<file path="src/rtl/aes0_cmd_initiator_if.sv">
// AXI4-Lite bus between the aes0 job initiator (master) and the aes0 register port (slave).
// Signal suffixes are named from the initiator's point of view.
interface aes0_cmd_initiator_if #(
  parameter int AXI_ADDR_WIDTH = 64
);
  logic                      aw_valid_o;
  logic                      aw_ready_i;
  logic [AXI_ADDR_WIDTH-1:0] aw_addr_o;
  logic                      w_valid_o;
  logic                      w_ready_i;
  logic [63:0]               w_data_o;
  logic [7:0]                w_strb_o;
  logic                      b_valid_i;
  logic                      b_ready_o;
  logic [1:0]                b_resp_i;
  logic                      ar_valid_o;
  logic                      ar_ready_i;
  logic [AXI_ADDR_WIDTH-1:0] ar_addr_o;
  logic                      r_valid_i;
  logic                      r_ready_o;
  logic [63:0]               r_data_i;
  logic [1:0]                r_resp_i;

  modport master (
    output aw_valid_o, aw_addr_o, w_valid_o, w_data_o, w_strb_o, b_ready_o,
           ar_valid_o, ar_addr_o, r_ready_o,
    input  aw_ready_i, w_ready_i, b_valid_i, b_resp_i, ar_ready_i, r_valid_i,
           r_data_i, r_resp_i
  );

  modport slave (
    input  aw_valid_o, aw_addr_o, w_valid_o, w_data_o, w_strb_o, b_ready_o,
           ar_valid_o, ar_addr_o, r_ready_o,
    output aw_ready_i, w_ready_i, b_valid_i, b_resp_i, ar_ready_i, r_valid_i,
           r_data_i, r_resp_i
  );
endinterface

</file>
<file path="src/rtl/aes0_cmd_initiator.sv">
// Runs one AES-192 job on the aes0 register map: 16 setup writes, ct_valid polling,
// four result reads and a start-clear write, one AXI4-Lite transaction at a time.
module aes0_cmd_initiator #(
  parameter int                      AXI_ADDR_WIDTH = 64,
  parameter logic [AXI_ADDR_WIDTH-1:0] BASE_ADDR    = '0,
  parameter int                      POLL_MAX       = 1024
) (
  input  logic         clk_i,
  input  logic         rst_i,
  input  logic         job_valid_i,
  output logic         job_ready_o,
  input  logic [1:0]   key_sel_i,
  input  logic [191:0] key_i,
  input  logic [127:0] state_i,
  input  logic [127:0] pt_i,
  output logic         done_o,
  output logic [1:0]   err_o,
  output logic [127:0] ct_o,
  aes0_cmd_initiator_if.master bus
);
  localparam logic [3:0] S_IDLE = 4'd0, S_WR_REQ = 4'd1, S_WR_RESP = 4'd2,
                         S_POLL_REQ = 4'd3, S_POLL_RESP = 4'd4, S_RD_REQ = 4'd5,
                         S_RD_RESP = 4'd6, S_CLR_REQ = 4'd7, S_CLR_RESP = 4'd8,
                         S_DONE = 4'd9;
  localparam int PCW = $clog2(POLL_MAX + 1) + 1;

  logic [3:0]     r_state, r_idx;
  logic [1:0]     r_rd_idx, r_key_sel, r_err;
  logic [PCW-1:0] r_poll_cnt;
  logic           r_aw_done, r_w_done;
  logic [191:0]   r_key;
  logic [127:0]   r_st, r_pt, r_ct_buf, r_ct;

  logic           w_wr, w_clr, w_both;
  logic [5:0]     w_reg, w_kbase, w_rd_reg;
  logic [3:0]     w_k;
  logic [31:0]    w_word;
  logic           w_unused;

  assign w_clr  = (r_state == S_CLR_REQ) || (r_state == S_CLR_RESP);
  assign w_wr   = (r_state == S_WR_REQ) || (r_state == S_CLR_REQ);
  // AW and W complete independently; the step is done once both have handshaken.
  assign w_both = w_wr && (r_aw_done || bus.aw_ready_i) && (r_w_done || bus.w_ready_i);
  assign w_kbase = (r_key_sel == 2'b00) ? 6'd5 : (r_key_sel == 2'b01) ? 6'd20 : 6'd26;

  always_comb begin
    w_reg  = '0;
    w_word = '0;
    w_k    = '0;
    if (w_clr) begin
      w_reg  = 6'd0;
      w_word = 32'd0;
    end else if (r_idx == 4'd0) begin
      w_reg  = 6'd32;
      w_word = {30'b0, r_key_sel};
    end else if (r_idx <= 4'd6) begin
      w_k    = r_idx - 4'd1;
      w_reg  = w_kbase + {2'b0, w_k};
      w_word = r_key[32*w_k +: 32];
    end else if (r_idx <= 4'd10) begin
      w_k    = r_idx - 4'd7;
      w_reg  = 6'd16 + {2'b0, w_k};
      w_word = r_st[32*w_k +: 32];
    end else if (r_idx <= 4'd14) begin
      w_k    = r_idx - 4'd11;
      w_reg  = 6'd1 + {2'b0, w_k};
      w_word = r_pt[32*w_k +: 32];
    end else begin
      w_reg  = 6'd0;
      w_word = 32'd1;
    end
  end

  assign w_rd_reg = (r_state == S_POLL_REQ) ? 6'd11 : 6'd12 + {4'b0, r_rd_idx};

  assign bus.aw_valid_o = w_wr && !r_aw_done;
  assign bus.w_valid_o  = w_wr && !r_w_done;
  assign bus.aw_addr_o  = BASE_ADDR + AXI_ADDR_WIDTH'({w_reg, 3'b000});
  assign bus.w_data_o   = {32'b0, w_word};
  assign bus.w_strb_o   = 8'hFF;
  assign bus.b_ready_o  = (r_state == S_WR_RESP) || (r_state == S_CLR_RESP);
  assign bus.ar_valid_o = (r_state == S_POLL_REQ) || (r_state == S_RD_REQ);
  assign bus.ar_addr_o  = BASE_ADDR + AXI_ADDR_WIDTH'({w_rd_reg, 3'b000});
  assign bus.r_ready_o  = (r_state == S_POLL_RESP) || (r_state == S_RD_RESP);
  assign w_unused       = ^bus.r_data_i[63:32];

  assign job_ready_o = (r_state == S_IDLE) && !rst_i;
  assign done_o      = (r_state == S_DONE);
  assign err_o       = r_err;
  assign ct_o        = r_ct;

  always_ff @(posedge clk_i or posedge rst_i) begin
    if (rst_i) begin
      r_state    <= S_IDLE;
      r_idx      <= '0;
      r_rd_idx   <= '0;
      r_poll_cnt <= '0;
      r_aw_done  <= 1'b0;
      r_w_done   <= 1'b0;
      r_key_sel  <= '0;
      r_key      <= '0;
      r_st       <= '0;
      r_pt       <= '0;
      r_ct_buf   <= '0;
      r_ct       <= '0;
      r_err      <= '0;
    end else begin
      case (r_state)
        S_IDLE: if (job_valid_i) begin
          r_key_sel  <= key_sel_i;
          r_key      <= key_i;
          r_st       <= state_i;
          r_pt       <= pt_i;
          r_idx      <= '0;
          r_rd_idx   <= '0;
          r_poll_cnt <= '0;
          r_aw_done  <= 1'b0;
          r_w_done   <= 1'b0;
          r_err      <= 2'b00;
          r_ct       <= '0;
          r_state    <= S_WR_REQ;
        end
        S_WR_REQ, S_CLR_REQ: begin
          if (w_both) begin
            r_aw_done <= 1'b0;
            r_w_done  <= 1'b0;
            r_state   <= (r_state == S_WR_REQ) ? S_WR_RESP : S_CLR_RESP;
          end else begin
            if (bus.aw_valid_o && bus.aw_ready_i) r_aw_done <= 1'b1;
            if (bus.w_valid_o && bus.w_ready_i)   r_w_done  <= 1'b1;
          end
        end
        S_WR_RESP: if (bus.b_valid_i) begin
          // A failed setup write abandons the job without clearing start.
          if (bus.b_resp_i != 2'b00) begin
            r_err   <= 2'b01;
            r_state <= S_DONE;
          end else if (r_idx == 4'd15) begin
            r_state <= S_POLL_REQ;
          end else begin
            r_idx   <= r_idx + 4'd1;
            r_state <= S_WR_REQ;
          end
        end
        S_POLL_REQ: if (bus.ar_ready_i) r_state <= S_POLL_RESP;
        S_POLL_RESP: if (bus.r_valid_i) begin
          if (bus.r_resp_i != 2'b00) begin
            r_err   <= 2'b10;
            r_state <= S_CLR_REQ;
          end else if (bus.r_data_i[0]) begin
            r_state <= S_RD_REQ;
          end else if (r_poll_cnt + PCW'(1) == PCW'(POLL_MAX)) begin
            r_err   <= 2'b11;
            r_state <= S_CLR_REQ;
          end else begin
            r_poll_cnt <= r_poll_cnt + PCW'(1);
            r_state    <= S_POLL_REQ;
          end
        end
        S_RD_REQ: if (bus.ar_ready_i) r_state <= S_RD_RESP;
        S_RD_RESP: if (bus.r_valid_i) begin
          if (bus.r_resp_i != 2'b00) begin
            r_err   <= 2'b10;
            r_state <= S_CLR_REQ;
          end else begin
            r_ct_buf[32*r_rd_idx +: 32] <= bus.r_data_i[31:0];
            if (r_rd_idx == 2'd3) r_state <= S_CLR_REQ;
            else begin
              r_rd_idx <= r_rd_idx + 2'd1;
              r_state  <= S_RD_REQ;
            end
          end
        end
        S_CLR_RESP: if (bus.b_valid_i) begin
          // Earlier errors take precedence over a failed start clear.
          if (bus.b_resp_i != 2'b00 && r_err == 2'b00) r_err <= 2'b01;
          r_ct    <= (r_err == 2'b00 && bus.b_resp_i == 2'b00) ? r_ct_buf : '0;
          r_state <= S_DONE;
        end
        S_DONE:  r_state <= S_IDLE;
        default: r_state <= S_IDLE;
      endcase
    end
  end
endmodule

</file>
<file path="src/flat_wrapper.sv">
// flat-port wrapper written by rule: the top's interface ports become plain ports
module aes0_cmd_initiator_flat 
#(
  parameter int                      AXI_ADDR_WIDTH = 64,
  parameter logic [AXI_ADDR_WIDTH-1:0] BASE_ADDR    = '0,
  parameter int                      POLL_MAX       = 1024
)
  (clk_i, rst_i, job_valid_i, job_ready_o, key_sel_i, key_i, state_i, pt_i, done_o, err_o, ct_o, bus_aw_valid_o, bus_aw_addr_o, bus_w_valid_o, bus_w_data_o, bus_w_strb_o, bus_b_ready_o, bus_ar_valid_o, bus_ar_addr_o, bus_r_ready_o, bus_aw_ready_i, bus_w_ready_i, bus_b_valid_i, bus_b_resp_i, bus_ar_ready_i, bus_r_valid_i, bus_r_data_i, bus_r_resp_i);
  aes0_cmd_initiator_if #(.AXI_ADDR_WIDTH(AXI_ADDR_WIDTH)) bus_i ();
  input  logic clk_i;
  input  logic rst_i;
  input  logic job_valid_i;
  output logic job_ready_o;
  input  logic [1:0] key_sel_i;
  input  logic [191:0] key_i;
  input  logic [127:0] state_i;
  input  logic [127:0] pt_i;
  output logic done_o;
  output logic [1:0] err_o;
  output logic [127:0] ct_o;
  output wire logic [$bits(bus_i.aw_valid_o)-1:0] bus_aw_valid_o;
  output wire logic [$bits(bus_i.aw_addr_o)-1:0] bus_aw_addr_o;
  output wire logic [$bits(bus_i.w_valid_o)-1:0] bus_w_valid_o;
  output wire logic [$bits(bus_i.w_data_o)-1:0] bus_w_data_o;
  output wire logic [$bits(bus_i.w_strb_o)-1:0] bus_w_strb_o;
  output wire logic [$bits(bus_i.b_ready_o)-1:0] bus_b_ready_o;
  output wire logic [$bits(bus_i.ar_valid_o)-1:0] bus_ar_valid_o;
  output wire logic [$bits(bus_i.ar_addr_o)-1:0] bus_ar_addr_o;
  output wire logic [$bits(bus_i.r_ready_o)-1:0] bus_r_ready_o;
  input wire logic [$bits(bus_i.aw_ready_i)-1:0] bus_aw_ready_i;
  input wire logic [$bits(bus_i.w_ready_i)-1:0] bus_w_ready_i;
  input wire logic [$bits(bus_i.b_valid_i)-1:0] bus_b_valid_i;
  input wire logic [$bits(bus_i.b_resp_i)-1:0] bus_b_resp_i;
  input wire logic [$bits(bus_i.ar_ready_i)-1:0] bus_ar_ready_i;
  input wire logic [$bits(bus_i.r_valid_i)-1:0] bus_r_valid_i;
  input wire logic [$bits(bus_i.r_data_i)-1:0] bus_r_data_i;
  input wire logic [$bits(bus_i.r_resp_i)-1:0] bus_r_resp_i;
  assign bus_aw_valid_o = bus_i.aw_valid_o;
  assign bus_aw_addr_o = bus_i.aw_addr_o;
  assign bus_w_valid_o = bus_i.w_valid_o;
  assign bus_w_data_o = bus_i.w_data_o;
  assign bus_w_strb_o = bus_i.w_strb_o;
  assign bus_b_ready_o = bus_i.b_ready_o;
  assign bus_ar_valid_o = bus_i.ar_valid_o;
  assign bus_ar_addr_o = bus_i.ar_addr_o;
  assign bus_r_ready_o = bus_i.r_ready_o;
  assign bus_i.aw_ready_i = bus_aw_ready_i;
  assign bus_i.w_ready_i = bus_w_ready_i;
  assign bus_i.b_valid_i = bus_b_valid_i;
  assign bus_i.b_resp_i = bus_b_resp_i;
  assign bus_i.ar_ready_i = bus_ar_ready_i;
  assign bus_i.r_valid_i = bus_r_valid_i;
  assign bus_i.r_data_i = bus_r_data_i;
  assign bus_i.r_resp_i = bus_r_resp_i;
  aes0_cmd_initiator #(.AXI_ADDR_WIDTH(AXI_ADDR_WIDTH), .BASE_ADDR(BASE_ADDR), .POLL_MAX(POLL_MAX)) u_core (.clk_i(clk_i), .rst_i(rst_i), .job_valid_i(job_valid_i), .job_ready_o(job_ready_o), .key_sel_i(key_sel_i), .key_i(key_i), .state_i(state_i), .pt_i(pt_i), .done_o(done_o), .err_o(err_o), .ct_o(ct_o), .bus(bus_i));
endmodule
</file>
<file path="config.mk">
export PLATFORM = sky130hd
export DESIGN_NAME = aes0_cmd_initiator_flat
export DESIGN_NICKNAME = d
export VERILOG_FILES = /design/src/rtl/aes0_cmd_initiator_if.sv /design/src/rtl/aes0_cmd_initiator.sv /design/src/flat_wrapper.sv
export SDC_FILE = /design/constraint.sdc
export NUM_CORES = 2
export LEC_CHECK = 0
export CAP_MARGIN = 20
export CORE_AREA = 8 8 332 334
export DETAILED_ROUTE_END_ITERATION = 10
export DIE_AREA = 0 0 340 342
export HOLD_SLACK_MARGIN = 0.08
export PLACE_DENSITY = 0.57
export SYNTH_ARGS = -nofsm -noshare
export SYNTH_HDL_FRONTEND = slang
export SYNTH_SLANG_ARGS = --single-unit
</file>
<file path="constraint.sdc">
create_clock -name clk_i -period 24.2 [get_ports clk_i]
set_input_delay 2.42 -clock clk_i [delete_from_list [all_inputs] [get_ports clk_i]]
set_output_delay 2.42 -clock clk_i [all_outputs]
set_load 0.01 [all_outputs]
</file>
==> reports/qor.yml <==
worst_setup_path:
  r2r_worst_path_depth: 7
  setup.worst_path.end_class: "primary output"
  required_ns: 21.78
  timing.critical_path.cells: "clkinv_1 -> ha_4 -> buf_12 -> mux4_2 -> nor2b_1 -> o211ai_1 -> o2111ai_1 -> o221a_2 -> clkdlybuf4s50_1"
  worst_path_max_delay_cell: "ha_4"
  setup.worst_path.class: "reg -> out"
  arrival_ns: 5.68
  timing.rr.start: "u_core.r_state[1]"
  setup.worst_path.start_class: "register"
  largest_incremental_delay_on_the_critical_path_ns: 0.88
  path_max_fanout: 101
  critical_path.startpoint: "u_core.r_idx[0]"
die:
  io_pins: 863
  die_height_um: 342
  chipWidth_um: 340
  rows: 119
  initial_core_util_pct: 32.8
  floorplan.core_area_um2: 105000
  die_area_um2: 116000
synth:
  async_flop_share_pct: 100
  yosys.area_share.adder_pct: 0.642
  postSynth.topFlopCell: "dfrtp_1"
  muxShareOfSynthArea_pct: 7.56
  number_of_enable_type_register_cells_in_the_synthesized_netlist: 0
  synthesis.instances: 3928
  ys_ff_latch: 732
  synth_seq_area_share_pct: 53.4
  cell_type_contributing_the_most_total_cell_area_after_synthesis: "dfrtp_1"
  synth_compound_gate_area_share_pct: 7.15
  synth.lib_cells_used.distinct: 64
  netlist.area_leader.share_pct: 53.4
  postSynthAreaPerCell_um2: 8.73
  yosys_warnings: 0
  synthSimpleGateAreaFrac_pct: 23.7
  mappedNetlistArea_um2: 34300
  synth_top_family_by_area: "simple AND/OR/NAND/NOR gates"
  synth-xor-area-share_pct: 0.252
  yosys-top-cells-area: "dfrtp_1, nand2_1, mux4_2"
layout:
  nets: 5014
  syn2layout_area_growth_pct: 30.3
  final_core_util_pct: 42.7
  postLayoutCellArea_um2: 44700
  drive_gt1_share_pct: 6.84
worst_hold_path:
  min_path_cells: 2
  worst_hold_path_type: "reg -> reg"
  hold_path_startpoint: "u_core.r_st[110]"
timing:
  clock_skew_ns: 0.0249
  setup_ws_ns: 16.10
  rsz0062_at_grt: "false"
  final-hold-violation-count: 0
  timing.final.setup_violations: 0
  slew-limit-headroom_pct: 26.0
  period_share_pct: 33.5
  worst-slew-pin-transition_ns: 1.11
  hold_slack_ns: 0.467
  maxClockFrequency_mhz: 123
  timing.setup.tns_ns: 0
  maxSlewViolCount: 0
  final_period_minus_worst_setup_slack_ns: 8.10
cts:
  path_clk_slew_ns: 0.06
  cts_num_sinks: 732
  numCtsBuffers: 85
  clock_tree.buffer_depth: 3
  cts_post_setup_buffers_inserted: 0
  number_of_hold_buffers_added_after_cts: 0
  tritoncts: "done"
  cts_resized: 0
  htree_levels: 3
  cts_root_buf: "clkbuf_16"
  clk_latency_ns: 0.68
pwr:
  total_leakage_power_nw: 20.4
  seq_power_share_pct: 39.5
  power_frac_comb_pct: 31.4
  internal_power_mw: 3.00
  sw_frac_of_total_pct: 35.4
  total_switching_power_mw: 1.64
  peakVddDrop_uv: 54.9
  clock_power_share_pct: 29.1
  cellPowerDensity_nw_per_um2: 104
route:
  drt-initial-drc-count: 1982
  wl_per_cell_um: 21.4
  drtPass1Iterations: 5
  final_routed_wirelength_mm: 127
  num_vias: 27900
  routed_via_density: 4.68
  route.detailed.drc: 0
  postRouteAntennaNets: 0
global_routing:
  grt_pass1_vias: 28422
  grt_antenna_before_repair: 53
  grt-ovfl-total: 0
  grt_pass1_wl_mm: 186
  largest_net_degree_at_the_start_of_global_routing: 207
  grt.total_usage_pct: 21.2
place:
  pre_cts_ws_ns: 16.60
  place_hpwl_mm: 92.3
  placed_cell_area_um2: 41600
  gpl.final_weighted_congestion: 0.828
  buffer_ports.inserted: 671
outcome:
  outcome: "completed"
flow_run:
  cap_violations: 0
## logic make-up (layout without fill, tap and decap cells)
kind of cell             after synthesis  count (layout)
AO/OA/AOI/OAI                        447             447
XOR/XNOR                               9               9
adder cells (fa/ha/maj)               17              17
buffers and inverters                484             932
flip-flops                           732             732
multiplexers                         138             138
other                                  2             193
AND/OR/NAND/NOR                     2099            2099
## per-stage QoR
| step | power (mW) | instances |
|---|---|---|
| final | 4.64 | 5958 |
| after detailed placement | 3.33 | 5772 |
| after global placement | 3.29 | 5770 |
| after floorplan | 2.81 | 4085 |
| after CTS | 4.70 | 5921 |
| after global routing | 4.94 | 5940 |
## state kept, by name, summed over array words and instances, names as in the netlist
signal	flops
u_core.r_key	192
u_core.ct_o	128
u_core.r_ct_buf	128
u_core.r_pt	128
u_core.r_st	128
u_core.r_poll_cnt	12
u_core.r_idx	4
u_core.r_state	4
u_core.err_o	2
u_core.r_key_sel	2
u_core.r_rd_idx	2
u_core.r_aw_done	1
u_core.r_w_done	1
## metal layers
layer	part of all wire (%)	vias up	global-route usage [%]
met5	0.13	-	0
met1	39	13480	24.6
met2	50	811	36.3
met3	8.6	165	7.75
met4	2.7	26	6.55
li1	-	13418	-
## cell usage after synthesis (all sizes together), types with 3 or more instances
library cell  number
or2                6
nand4              3
mux4              96
o2bb2ai            5
o31ai              3
mux2i             35
a31oi              5
inv               74
clkbuf           186
o221ai             5
nor4               3
nand3             18
o22ai             32
buf              223
nor3              45
nand2b             5
nor2              96
a211oi             4
ha                16
a22o               6
and3               9
or3                3
mux2               7
a21oi             82
or4                3
nor3b              5
nor2b              9
xnor2              5
nand2           1889
dfrtp            732
a21o               7
xor2               4
o21ai            280
## path summary, 6_finish.rpt
kind	to	slack, ns
max in group asynchronous	u_core.r_pt[111]	19.15
min in group asynchronous	u_core.ct_o[29]	2.20
hold reg to reg	u_core.r_st[110]	0.47
setup reg to reg	u_core.ct_o[11]	19.81
hold / removal	u_core.r_st[110]	0.47
setup / recovery	bus_w_data_o[0]	16.10
## area by class of cell
| class | count | area, um^2 |
|---|---|---|
| Fill cell | 10514 | 60000 |
| Sequential cell | 732 | 18300 |
| Multi-Input combinational cell | 2869 | 14200 |
| Timing Repair Buffer | 708 | 7150 |
| Clock buffer | 118 | 2440 |
| Tap cell | 1391 | 1740 |
| Clock inverter | 31 | 470 |
| Inverter | 75 | 290 |
| Antenna cell | 34 | 85.1 |
## cells in the final DEF (no fill, tap or decap), drive strengths merged, types with 32 or more instances in the layout
cell           netlist  layout
clkbuf             186     118
clkdlybuf4s50        0     671
nor3                45      45
a21oi               82      82
conb                 2     159
mux2i               35      35
o21ai              280     280
diode                0      34
inv                 74      77
nand2             1889    1889
dfrtp              732     732
buf                223      37
mux4                96      96
o22ai               32      32
nor2                96      96
## power by group through the flow
| stage | combinational [mW] | clock (mW) | sequential (mW) |
|---|---|---|---|
| 3_3_place_gp | 1.46 | 0 | 1.83 |
| 6_report | 1.46 | 1.35 | 1.83 |
| 3_5_place_dp | 1.48 | 0 | 1.84 |
| 5_1_grt | 1.64 | 1.42 | 1.88 |
| 2_1_floorplan | 1.04 | 0 | 1.77 |
| 4_1_cts | 1.49 | 1.38 | 1.83 |
## critical path, delay by kind of cell, from the launching register on
family          cells  cell delay, ns
simple gates        1            0.16
compound gates      3            0.62
buf+inv             3            1.73
mux                 1            0.67
flops               1            0.80
fa+ha+maj           1            0.88
No activity file was read; power rests on OpenSTA's default activity.
